$ cat src/rtl/ccff_loader.sv
`default_nettype none
// ============================================================================
// ccff_loader -- flushes, length-probes and serially loads a ccff config chain
// Revision: 1.0
// ============================================================================
module ccff_loader #(
  parameter int CHAIN_LEN = 64,
  parameter int WORD_W    = 8
) (
  input  logic                             prog_clk,
  input  logic                             pReset_n,
  input  logic                             start,
  input  logic [WORD_W-1:0]                wr_data,
  input  logic                             wr_valid,
  output logic                             wr_ready,
  output logic                             ccff_head,
  output logic                             ccff_shift_en,
  input  logic                             ccff_tail,
  output logic                             busy,
  output logic                             done,
  output logic                             err_len,
  output logic [$clog2(CHAIN_LEN+1)-1:0]   bits_loaded
);

  localparam int c_cnt_w = $clog2(CHAIN_LEN + 2);
  localparam int c_bl_w  = $clog2(CHAIN_LEN + 1);
  localparam int c_wc_w  = $clog2(WORD_W + 1);

  localparam logic [c_cnt_w-1:0] c_cnt_one = c_cnt_w'(1);
  localparam logic [c_cnt_w-1:0] c_len     = c_cnt_w'(CHAIN_LEN);
  localparam logic [c_cnt_w-1:0] c_len_m1  = c_cnt_w'(CHAIN_LEN - 1);
  localparam logic [c_cnt_w-1:0] c_len_p1  = c_cnt_w'(CHAIN_LEN + 1);
  localparam logic [c_bl_w-1:0]  c_bl_one  = c_bl_w'(1);
  localparam logic [c_bl_w-1:0]  c_bl_len  = c_bl_w'(CHAIN_LEN);
  localparam logic [c_bl_w-1:0]  c_bl_last = c_bl_w'(CHAIN_LEN - 1);
  localparam logic [c_wc_w-1:0]  c_wc_one  = c_wc_w'(1);
  localparam logic [c_wc_w-1:0]  c_wc_last = c_wc_w'(WORD_W - 1);

  typedef enum logic [2:0] {
    S_IDLE  = 3'd0,
    S_FLUSH = 3'd1,
    S_PROBE = 3'd2,
    S_LOAD  = 3'd3,
    S_DONE  = 3'd4
  } state_t;

  state_t              r_state;
  logic [c_cnt_w-1:0]  r_cnt;
  logic [WORD_W-1:0]   r_buf;
  logic [c_wc_w-1:0]   r_bcnt;
  logic                r_head;
  logic                r_shift_en;
  logic                r_wr_ready;
  logic                r_done;
  logic                r_err_len;
  logic [c_bl_w-1:0]   r_bits;

  logic                w_accept;
  logic                w_have_bit;
  logic                w_bit;
  logic [WORD_W-1:0]   w_buf_nxt;
  logic [c_wc_w-1:0]   w_bcnt_nxt;
  logic                w_issue;
  logic                w_last_issue;

  // Next payload bit: drain the buffer first, else take the MSB of a word accepted this cycle.
  always_comb begin
    w_accept   = wr_valid && r_wr_ready;
    w_have_bit = 1'b0;
    w_bit      = 1'b0;
    w_buf_nxt  = r_buf;
    w_bcnt_nxt = r_bcnt;
    if (r_bcnt != '0) begin
      w_have_bit = 1'b1;
      w_bit      = r_buf[WORD_W-1];
      w_buf_nxt  = r_buf << 1;
      w_bcnt_nxt = r_bcnt - c_wc_one;
    end else if (w_accept) begin
      w_have_bit = 1'b1;
      w_bit      = wr_data[WORD_W-1];
      w_buf_nxt  = wr_data << 1;
      w_bcnt_nxt = c_wc_last;
    end
  end

  assign w_issue      = w_have_bit && (r_cnt < c_len);
  assign w_last_issue = (r_cnt == c_len_m1);

  always_ff @(posedge prog_clk or negedge pReset_n) begin
    if (!pReset_n) begin
      r_state    <= S_IDLE;
      r_cnt      <= '0;
      r_buf      <= '0;
      r_bcnt     <= '0;
      r_head     <= 1'b0;
      r_shift_en <= 1'b0;
      r_wr_ready <= 1'b0;
      r_done     <= 1'b0;
      r_err_len  <= 1'b0;
      r_bits     <= '0;
    end else begin
      r_done <= 1'b0;
      case (r_state)
        S_IDLE: begin
          r_shift_en <= 1'b0;
          r_wr_ready <= 1'b0;
          r_head     <= 1'b0;
          r_bcnt     <= '0;
          if (start) begin
            r_state    <= S_FLUSH;
            r_err_len  <= 1'b0;
            r_bits     <= '0;
            r_cnt      <= '0;
            r_shift_en <= 1'b1;
          end
        end
        S_FLUSH: begin
          if (r_cnt == c_len_m1) begin
            r_state <= S_PROBE;
            r_cnt   <= '0;
            r_head  <= 1'b1;
          end else begin
            r_cnt <= r_cnt + c_cnt_one;
          end
        end
        S_PROBE: begin
          // r_cnt is the number of completed probe shifts that ccff_tail currently reflects.
          r_head <= 1'b0;
          if (r_shift_en) r_cnt <= r_cnt + c_cnt_one;
          if ((r_cnt != '0) && ccff_tail) begin
            r_shift_en <= 1'b0;
            if (r_cnt == c_len) begin
              r_state    <= S_LOAD;
              r_cnt      <= '0;
              r_wr_ready <= 1'b1;
            end else begin
              r_state   <= S_IDLE;
              r_err_len <= 1'b1;
              r_done    <= 1'b1;
            end
          end else if (r_cnt == c_len_p1) begin
            r_shift_en <= 1'b0;
            r_state    <= S_IDLE;
            r_err_len  <= 1'b1;
            r_done     <= 1'b1;
          end else if (r_shift_en) begin
            r_shift_en <= (r_cnt < c_len_m1);
          end else begin
            r_shift_en <= (r_cnt == c_len);
          end
        end
        S_LOAD: begin
          if (r_shift_en && (r_bits != c_bl_len)) r_bits <= r_bits + c_bl_one;
          if (r_shift_en && (r_bits == c_bl_last)) begin
            r_state    <= S_DONE;
            r_done     <= 1'b1;
            r_shift_en <= 1'b0;
            r_wr_ready <= 1'b0;
            r_head     <= 1'b0;
            r_bcnt     <= '0;
          end else if (w_issue) begin
            r_head     <= w_bit;
            r_shift_en <= 1'b1;
            r_cnt      <= r_cnt + c_cnt_one;
            if (w_last_issue) begin
              r_bcnt     <= '0;
              r_wr_ready <= 1'b0;
            end else begin
              r_buf      <= w_buf_nxt;
              r_bcnt     <= w_bcnt_nxt;
              r_wr_ready <= (w_bcnt_nxt == '0);
            end
          end else begin
            r_head     <= 1'b0;
            r_shift_en <= 1'b0;
            r_bcnt     <= '0;
            r_wr_ready <= (r_cnt != c_len);
          end
        end
        S_DONE: begin
          r_state <= S_IDLE;
        end
        default: begin
          r_state <= S_IDLE;
        end
      endcase
    end
  end

  assign wr_ready      = r_wr_ready;
  assign ccff_head     = r_head;
  assign ccff_shift_en = r_shift_en;
  assign busy          = (r_state != S_IDLE);
  assign done          = r_done;
  assign err_len       = r_err_len;
  assign bits_loaded   = r_bits;

endmodule
`default_nettype wire

$ cat config.mk
export PLATFORM = sky130hd
export DESIGN_NAME = ccff_loader
export DESIGN_NICKNAME = d
export VERILOG_FILES = /design/src/rtl/ccff_loader.sv
export SDC_FILE = /design/constraint.sdc
export NUM_CORES = 1
export LEC_CHECK = 0
export ABC_CLOCK_PERIOD_IN_PS = 2400
export BUFFER_PORTS_ARGS = -buffer_cell sky130_fd_sc_hd__buf_2
export CORE_MARGIN = 4
export CORE_UTILIZATION = 50
export DETAILED_ROUTE_END_ITERATION = 16
export PLACE_DENSITY = 0.73
export SKIP_CTS_REPAIR_TIMING = 1
export SLEW_MARGIN = 15
export SYNTH_ARGS = -nofsm -noshare
export SYNTH_HDL_FRONTEND = slang
export SYNTH_SLANG_ARGS = --single-unit
$ cat constraint.sdc
create_clock -name prog_clk -period 2.4 [get_ports prog_clk]
set_clock_uncertainty 0.1 [all_clocks]
set_input_delay 0.6 -clock prog_clk [delete_from_list [all_inputs] [get_ports prog_clk]]
set_output_delay 0.6 -clock prog_clk [all_outputs]
set_load 0.01 [all_outputs]
==> impl_metrics.toml <==
[critical_path]
standard_cell_with_the_maximum_stage_delay_on_the_critical_path = "or3_4"
cp_num_buf_inv = 2
critical_path_peak_fanout = 7
crit_type = "reg -> reg"
r2r.worst_path.cells = 8
start_kind = "flip-flop"
critical_path_arrival_ps = 2330
r2r-start = "r_bcnt[0]"
critical-path-top-delay-family = "simple AND/OR/NAND/NOR gates"
critPathLaunch = "r_bcnt[0]"
critical_path.endpoint = "r_cnt[3]"
worst_r2r_endpoint = "r_cnt[3]"
cpPeakStageDelay_ps = 430
crit_path_end_kind = "flip-flop"
timing.critical_path.cells = "inv_1 > ha_1 > nor3b_2 > a21oi_1 > buf_4 > a21oi_4 > or3_4 > a221o_1"
path_depth = 8
timing.critical_path.required_ps = 2470
worst-r2r-setup-slack_ps = 140

[timing]
timing.final.crit_period_ps = 2259
max_clock_freq_mhz = 442.7
timing_max_transition_violations_final = 0
maxSlewHeadroom_pct = 52.53
fin_ws_ps = 141.0
finalHoldWorstSlack_ps = 256.5
finalHoldViolCount = 0
finalCritPeriodShare_pct = 94.13
setup-violations-final = 0
tightestPinTransition_ps = 712.1

[layout]
layout_commonest_cell = "dfrtp_1"
postLayoutCellArea_um2 = 2390
drive_gt1_share_pct = 23.37
final_net_count = 279
final_cells = 309
insertedDiodeCount = 0
mostFrequentLayoutCells = "dfrtp_1, buf_2, nand2_1, nor2_1, o21ai_0"
areaGrowthSynthToFinish_pct = 17.18

[yosys]
synth_async_sr_flop_share_pct = 100.0
netlist.top_cell.by_area = "dfrtp_1"
synth.mux.area_fraction_pct = 4.049
synth.lib_cells_used.distinct = 54
synth_xor_xnor_area_share_pct = 2.577
synth_sequential_area_ratio_pct = 40.49
syn-mean-instance-area_um2 = 9.146
number_of_flops_mapped_to_enable_cells_by_yosys = 0
synth.area.top_cells = "dfrtp_1, o21ai_0, nand2_1, ha_1, nor2_1"
ys_dominant_reg_cell = "dfrtp_1"
synth_area_in_compound_gates_pct = 19.14
yosys.area_share.adder_pct = 3.681
synth_top_family_by_area = "simple AND/OR/NAND/NOR gates"
synth.ff_latch_count = 33
netlist_instances = 223
synth.cell_area_um2 = 2039
post-synth-top-area-fraction_pct = 40.49
post_synth_and_or_nand_nor_area_fraction_pct = 25.95
syn_nets = 242
ys_warn_count = 0

[detailed_routing]
drt_wl_total_um = 4321
post_detailed_route_wirelength_per_cell_um = 13.98
route.detailed.drc = 0
ant_nets = 0
vias = 1738
firstDrtPassIters = 4
drt_iter0_drc = 126
avgViaCountPerCell = 5.625

[power]
worst_ir_drop_vdd_mv = 0.5029
pwr_density_nw_per_um2 = 853.9
static_leakage_nw = 1.173
fin_total_pwr_mw = 2.041

[clock_tree]
cts_buffers = 5
cts_tree = "built"
clk_transition_reported_paths_ps = 60
clock_latency_ps = 290
cts_max_path_buffers = 2
cts_max_level = 2
clock-root-buffer = "clkbuf_8"
cts.sinks = 33

[floorplanning]
die_height_um = 71.87
initial_util_pct = 53.69
floorplan.die.width_um = 71.87
std_cell_rows = 22
fp.dieArea_um2 = 5165
floorplan.core_area_um2 = 3799
floorplan.io_pins = 26

[global_routing]
grt_pass1_wl_um = 7438
total_routing_usage_gr_pct = 18.26
first_global_vias = 1682
antenna_found_initial = 0
grt_max_degree = 34
grt_overflow_total = 0

[outcome]
outcome = "completed"

[place]
placement.io_buffers = 25
gp_congestion = 0.8241
placedInstanceArea_um2 = 2288
placed_cells = 299
dp_hpwl_um = 3281
place_ws_ps = 25.96

[job]
cap_viol_max_count = 0

[worst_hold_path]
worstHoldPathType = "in -> async"
## metal layers
metal	vias to the layer above	part of all wire (%)	wire, um	GRT usage, %
li1	885	-	-	-
met1	805	49	2107	25.42
met2	42	44	1897	27.55
met3	6	5.8	249	4.628
met4	0	1.5	65	6.263
met5	-	0	0	0
## where the power goes
part	leakage (nW)	switching (mW)	internal (mW)
Clock	0.0450	0.199	0.201
Sequential	0.446	0.0908	0.670
Combinational	0.682	0.471	0.408
Total	1.17	0.762	1.28
## kinds of logic after synthesis
logic type / count (synthesis)
AO/OA/AOI/OAI: 56
XOR/XNOR: 6
adder cells (fa/ha/maj): 6
buffers and inverters: 21
flip-flops: 33
multiplexers: 8
AND/OR/NAND/NOR: 93
## registers in the layout, summed over array words and instances (netlist names)
signal	flops
r_buf	7
err_len	1
bits_loaded	7
r_cnt	7
wr_ready	1
r_state	3
done	1
ccff_head	1
r_bcnt	4
ccff_shift_en	1
## worst min path at each step
stage | start | to | slack, ps | depth (start not counted)
6_report | pReset_n | ccff_head | 260 | 1
5_1_grt | pReset_n | r_buf[7] | 320 | 1
3_5_place_dp | r_buf[2] | r_buf[2] | 370 | 2
2_1_floorplan | pReset_n | bits_loaded[0] | 200 | 0
3_3_place_gp | r_buf[2] | r_buf[2] | 360 | 2
4_1_cts | pReset_n | bits_loaded[6] | 290 | 1
## synth_stat cells (all sizes together), types with 2 or more instances
library cell and count:
mux2i 6, and2 6, nor4 3, nor2 20, nor3 6, nand3 7
mux2 2, a211oi 2, o31ai 3, nor4b 3, a31oi 4, and3 3
o22ai 2, nand4 7, inv 10, a22o 2, ha 6, xor2 4
o311a 2, xnor2 2, nor2b 5, nand2 21, a21o 4, dfrtp 33
nand2b 2, a21oi 7, a221o 2, nor3b 2, o21ai 17, buf 3
a211o 2, clkbuf 8
## layout make-up
| class | count | area (um2) |
|---|---|---|
| clock buffer | 6 | 72.57 |
| timing repair buffer | 41 | 245.2 |
| multi-input combinational | 169 | 1139 |
| tap | 48 | 60.06 |
| inverter | 10 | 37.54 |
| clock inverter | 2 | 10.01 |
| sequential | 33 | 825.8 |
| fill | 327 | 1409 |
## metrics by stage
stage / TNS [ps] / utilization, %
4_1_cts: 0 / 62.42
3_3_place_gp: 0 / 60.24
5_1_grt: -10.20 / 62.91
6_report: 0 / 62.91
2_1_floorplan: 0 / -
3_5_place_dp: 0 / 60.24
Note: power is estimated with default switching activity, not from simulation.
